--- config.mk ---
export PLATFORM = sky130hd
export DESIGN_NAME = gb_bustree_top
export DESIGN_NICKNAME = d
export VERILOG_FILES = /design/src/rtl/gb_bustree_top.sv
export SDC_FILE = /design/constraint.sdc
export NUM_CORES = 2
export LEC_CHECK = 0
export ABC_AREA = 1
export CELL_PAD_IN_SITES_DETAIL_PLACEMENT = 1
export CELL_PAD_IN_SITES_GLOBAL_PLACEMENT = 1
export CORE_ASPECT_RATIO = 1.5
export CORE_MARGIN = 2
export CORE_UTILIZATION = 53
export CTS_BUF_LIST = sky130_fd_sc_hd__clkbuf_8
export CTS_CLUSTER_SIZE = 20
export DETAILED_ROUTE_END_ITERATION = 7
export GPL_TIMING_DRIVEN = 0
export HOLD_SLACK_MARGIN = 0.06
export PLACE_DENSITY_LB_ADDON = 0.1
export SETUP_SLACK_MARGIN = 0.4
export SLEW_MARGIN = 10
export SYNTH_ARGS = -nofsm -noshare
export SYNTH_HDL_FRONTEND = slang
export SYNTH_SLANG_ARGS = --single-unit
--- constraint.sdc ---
create_clock -name gb_clk -period 4.36 [get_ports gb_clk]
set_clock_uncertainty 0.15 [all_clocks]
set_input_delay 0.436 -clock gb_clk [delete_from_list [all_inputs] [get_ports gb_clk]]
set_output_delay 0.436 -clock gb_clk [all_outputs]
set_load 0.02 [all_outputs]
--- src/rtl/gb_bustree_top.sv ---
// Ghostbus target tree: flat host bus decoded into top CSRs and four foo/bar leaves.
// Optional read-only ID register at 0x00F when GHOSTBUS_BUSTREE_ID_EN is defined.

module gb_bustree_leaf #(
    parameter bit          IS_FOO   = 1'b1,
    parameter logic [31:0] RAM_BASE = 32'h0000_0002
) (
    input  logic        gb_clk,
    input  logic        gb_rstb,
    input  logic        sel,
    input  logic [7:0]  off,
    input  logic [31:0] wdata,
    input  logic        wen,
    output logic [31:0] rdata
);
    localparam logic [15:0] CSR0_INIT = IS_FOO ? 16'h005A : 16'h1234;
    localparam logic [15:0] CSR0_MASK = IS_FOO ? 16'h00FF : 16'hFFFF;

    // NOTE: RAM has no reset; power-up content comes from the declaration initialiser only.
    logic [31:0] mem [16] = '{
        RAM_BASE + 32'd0,  RAM_BASE + 32'd1,  RAM_BASE + 32'd2,  RAM_BASE + 32'd3,
        RAM_BASE + 32'd4,  RAM_BASE + 32'd5,  RAM_BASE + 32'd6,  RAM_BASE + 32'd7,
        RAM_BASE + 32'd8,  RAM_BASE + 32'd9,  RAM_BASE + 32'd10, RAM_BASE + 32'd11,
        RAM_BASE + 32'd12, RAM_BASE + 32'd13, RAM_BASE + 32'd14, RAM_BASE + 32'd15
    };

    logic [15:0] csr0;
    logic [31:0] csr1;
    logic        ram_hit;
    logic        csr0_hit;
    logic        csr1_hit;

    assign ram_hit  = sel && (off[7:4] == 4'h1);
    assign csr0_hit = sel && (off == 8'h00);
    assign csr1_hit = sel && (off == 8'h01) && IS_FOO;

    // NOTE: sequential state uses non-blocking assignments so every flop samples pre-edge values.
    always_ff @(posedge gb_clk) begin
        if (!gb_rstb) begin
            csr0 <= CSR0_INIT;
            csr1 <= '0;
        end else if (wen) begin
            if (csr0_hit) csr0 <= wdata[15:0] & CSR0_MASK;
            if (csr1_hit) csr1 <= wdata;
        end
    end

    // RAM writes are independent of reset.
    always_ff @(posedge gb_clk) begin
        if (wen && ram_hit) mem[off[3:0]] <= wdata;
    end

    // NOTE: default assignment first keeps this combinational mux latch-free.
    always_comb begin
        rdata = '0;
        if (ram_hit)       rdata = mem[off[3:0]];
        else if (csr0_hit) rdata = {16'h0000, csr0};
        else if (csr1_hit) rdata = csr1;
    end
endmodule

module gb_bustree_top #(
    parameter int GB_AW = 24,
    parameter int GB_DW = 32
) (
    input  logic             gb_clk,
    input  logic             gb_rstb,
    input  logic [GB_AW-1:0] gb_addr,
    input  logic [GB_DW-1:0] gb_wdata,
    output logic [GB_DW-1:0] gb_rdata,
    input  logic             gb_wen
);
    logic             hi_ok;
    logic [11:0]      addr_lo;
    logic [GB_DW-1:0] top_ctrl;
    logic [GB_DW-1:0] top_scratch;
    logic             ctrl_hit;
    logic             scratch_hit;
    logic [GB_DW-1:0] leaf_rdata [4];
    logic [GB_DW-1:0] rd_next;

    if (GB_AW > 12) begin : g_hi
        assign hi_ok = ~|gb_addr[GB_AW-1:12];
    end else begin : g_nohi
        assign hi_ok = 1'b1;
    end

    assign addr_lo     = gb_addr[11:0];
    assign ctrl_hit    = hi_ok && (addr_lo == 12'h000);
    assign scratch_hit = hi_ok && (addr_lo == 12'h001);

    always_ff @(posedge gb_clk) begin
        if (!gb_rstb) begin
            top_ctrl    <= '0;
            top_scratch <= 32'hDEAD_BEEF;
        end else if (gb_wen) begin
            if (ctrl_hit)    top_ctrl    <= gb_wdata;
            if (scratch_hit) top_scratch <= gb_wdata;
        end
    end

    // Leaves at pages 1..4 alternate foo/bar; an unselected leaf drives zero.
    for (genvar g = 0; g < 4; g++) begin : g_leaf
        gb_bustree_leaf #(
            .IS_FOO   ((g % 2) == 0),
            .RAM_BASE (((g % 2) == 0) ? 32'h0000_0002 : 32'h0000_0081)
        ) u_leaf (
            .gb_clk  (gb_clk),
            .gb_rstb (gb_rstb),
            .sel     (hi_ok && (addr_lo[11:8] == 4'(g + 1))),
            .off     (addr_lo[7:0]),
            .wdata   (gb_wdata),
            .wen     (gb_wen),
            .rdata   (leaf_rdata[g])
        );
    end

    always_comb begin
        rd_next = '0;
        for (int i = 0; i < 4; i++) rd_next = rd_next | leaf_rdata[i];
        if (ctrl_hit)    rd_next = top_ctrl;
        if (scratch_hit) rd_next = top_scratch;
`ifdef GHOSTBUS_BUSTREE_ID_EN
        if (hi_ok && (addr_lo == 12'h00F)) rd_next = 32'h4742_5431;
`endif
    end

    always_ff @(posedge gb_clk) begin
        if (!gb_rstb) gb_rdata <= '0;
        else          gb_rdata <= rd_next;
    end
endmodule

==> out/metrics.yaml <==
cells_and_area:
  nets: 8207
  layout-drive-gt1-share_pct: 12.0
  fillers: 16600
  fin_util_pct: 62.2
  areaGrowthSynthToFinish_pct: 16.7
  finalNonFillerCells: 10600
min_path:
  hold_class: "primary input to flip-flop"
detailed_routing:
  drc: 0
  ant_nets: 0
  drt-pass1-iter-count: 6
  drt-initial-drc-count: 9094
  via_count: 67800
  via_per_inst: 6.38
  finalWirelength_um: 384000
  drt-wirelength-per-cell_um: 36.1
worst_setup_path:
  cp.arrival_ns: 4.77
  crit_fanout: 11
  start_kind: "primary input"
  end_kind: "flip-flop"
  required_ns: 5.10
  path_class: "primary input to flip-flop"
floorplanning:
  initial_utilization_pct: 53.3
  die_h_um: 504
  pin_count: 91
  core-area_um2: 166000
  die_w_um: 337
  fp.dieArea_um2: 170000
  rows: 183
yosys:
  netlist_area_um2: 88200
  async_flop_share_pct: 0
  synth.most_common_cell: "nand2_1"
  synth.area.top_cells: "edfxtp_1 (70%), nand2_1 (12%), dfxtp_1 (4.7%)"
  synth_top_area_cell: "edfxtp_1"
  yosys_warnings: 0
  synth_cells: 7481
  avgSynthCellArea_um2: 11.8
  synth_flop_cell: "edfxtp_1"
  synth_top_cells_by_count: "nand2_1 (2894), edfxtp_1 (2048), nor2_1 (649)"
  synth-edff-count: 2048
  ys_types: 31
  synthesis.nets: 7540
  synth_top_area_share_pct: 69.7
  ys_ff_latch: 2256
  synth-seq-area-share_pct: 74.5
timing:
  setup_viol: 0
  hold_ws_ns: 0.114
  final_hold_viol_count: 0
  fin_crit_sh_pct: 92.4
  finalMaxSlewViolations: 0
  rsz0062_at_grt: "false"
  tightest_slew_ns: 1.41
  maxSlewHeadroom_pct: 6.03
  fmax_mhz: 248
  period_minus_slack_ns: 4.03
clock_network:
  cts_tree: "built"
  clkLatencyLatePin_ns: 1.13
  cts.sinks: 2256
  cts.reportedPaths.clkPinSlew_ns: 0.07
  numCtsBuffers: 343
  cts.htree.levels: 5
  max-clock-path-buffers: 4
  ctsRootBufferMaster: "clkbuf_8"
global_routing:
  track_usage_pct: 45.5
  grt_antenna_before_repair: 27
  grt_pass1_wl_um: 529000
  grt_overflow: 0
  first_global_vias: 70300
  grt_max_degree: 69
power:
  ir_drop_mv: 0.397
  power_mw: 42.8
  pwr_density_cell_nw_per_um2: 416
  power.leakage_nw: 38.7
placed_design:
  dp_hpwl_um: 260000
  io_buffer_count: 87
  placed_cells: 9951
  gp_congestion: 0.966
status:
  status: "finished, final reports clean"
run:
  maxCapViolations: 0
## stage by stage
stage | TNS [ns] | setup WS, ns | instance area [µm²]
after global placement | -8604.69 | -5.18 | 91800
final | 0 | 0.330 | 103000
after CTS | 0 | 0.297 | 103000
after detailed placement | -1847.32 | -1.51 | 95900
after floorplan | 0 | 0.680 | 88200
after global routing | 0 | 0.396 | 103000
## where the power goes
group          switching [mW]  leakage (nW)  internal (mW)
Combinational            1.98          15.0          0.521
Clock                    8.60          3.59           8.17
Sequential        0.000000857          20.1           23.5
Total                    10.6          38.7           32.2
## cell type report
| cell class | count | area [µm²] | share of cell area, % |
|---|---|---|---|
| Multi-Input combinational cell | 4695 | 20700 | 20.1 |
| Clock inverter | 230 | 1150 | 1.12 |
| Clock buffer | 367 | 5050 | 4.91 |
| Antenna cell | 18 | 45.0 | 0.0438 |
| Sequential cell | 2256 | 65700 | 63.8 |
| Buffer | 401 | 1900 | 1.84 |
| Inverter | 129 | 484 | 0.470 |
| Timing Repair Buffer | 322 | 5150 | 5.00 |
| Tap cell | 2220 | 2780 | 2.70 |
## sequential cells by signal, summed over array words and instances (netlist names)
name,cells
top_ctrl,32
gb_rdata,32
g_leaf.u_leaf.csr1,64
g_leaf.u_leaf.mem,2048
top_scratch,32
g_leaf.u_leaf.csr0,48
## kinds of logic after synthesis
kind of cell / count (synthesis) / share of synthesized area, %
AO/OA/AOI/OAI: 880 / 5.99
buffers and inverters: 530 / 2.65
flip-flops: 2256 / 74.5
AND/OR/NAND/NOR: 3815 / 16.9
## critical path, stage by stage
cell and delay [ns]:
clkdlybuf4s50_1 0.59, inv_1 0.09, nor2_1 0.57, buf_2 0.69, clkbuf_1 1.05, nand2_1 0.15, nand2_1 0.13, o21ai_0 0.11
nand2_1 0.15, nor2_1 0.09, nand2_1 0.07, nand2_1 0.05, a21oi_1 0.56
## layout by cell type (no fill, tap or decap), types with 69 or more instances in the layout
cell type  netlist  final
a22oi_1        248    248
buf_2          198    207
o22ai_1        119    119
nand3_1        124    123
o21ai_0        297    293
buf_4           17     69
nor2_4           6     73
inv_1          118    229
clkbuf_8         0    367
nand4_1        113    113
buf_12           0    121
clkbuf_1       152    134
nand2_1       2894   2891
nor2_1         649    582
dfxtp_1        208    208
a21oi_1        160    160
edfxtp_1      2048   2048
## final timing paths
check	startpoint	to	slack (ns)	cells past startpoint
setup / recovery	gb_addr[2]	gb_rdata[20]	0.33	13
hold / removal	gb_wdata[5]	g_leaf[3].u_leaf.mem[9][5]	0.11	2
setup reg to reg	g_leaf[3].u_leaf.mem[1][0]	gb_rdata[0]	1.24	12
hold reg to reg	top_ctrl[17]	top_ctrl[17]	0.31	2
## routing by layer
| layer | vias to the layer above | GRT usage [%] | share of wire [%] |
|---|---|---|---|
| li1 | 27300 | - | - |
| met1 | 33700 | 49.9 | 32 |
| met2 | 4947 | 70.9 | 46 |
| met3 | 1828 | 12.7 | 11 |
| met4 | 10 | 43.3 | 12 |
| met5 | - | 0 | 0.024 |
## repair_timing
item                                    4_1_cts  5_1_grt
buffers inserted                             25       13
cloned                                        0        0
endpoints found under the hold margin      2161        0
hold buffers                                 34        0
pin swaps                                    14        6
endpoints found under the setup margin     1494      827
gates resized for setup                      10       24
No activity file was read; power rests on OpenSTA's default activity.
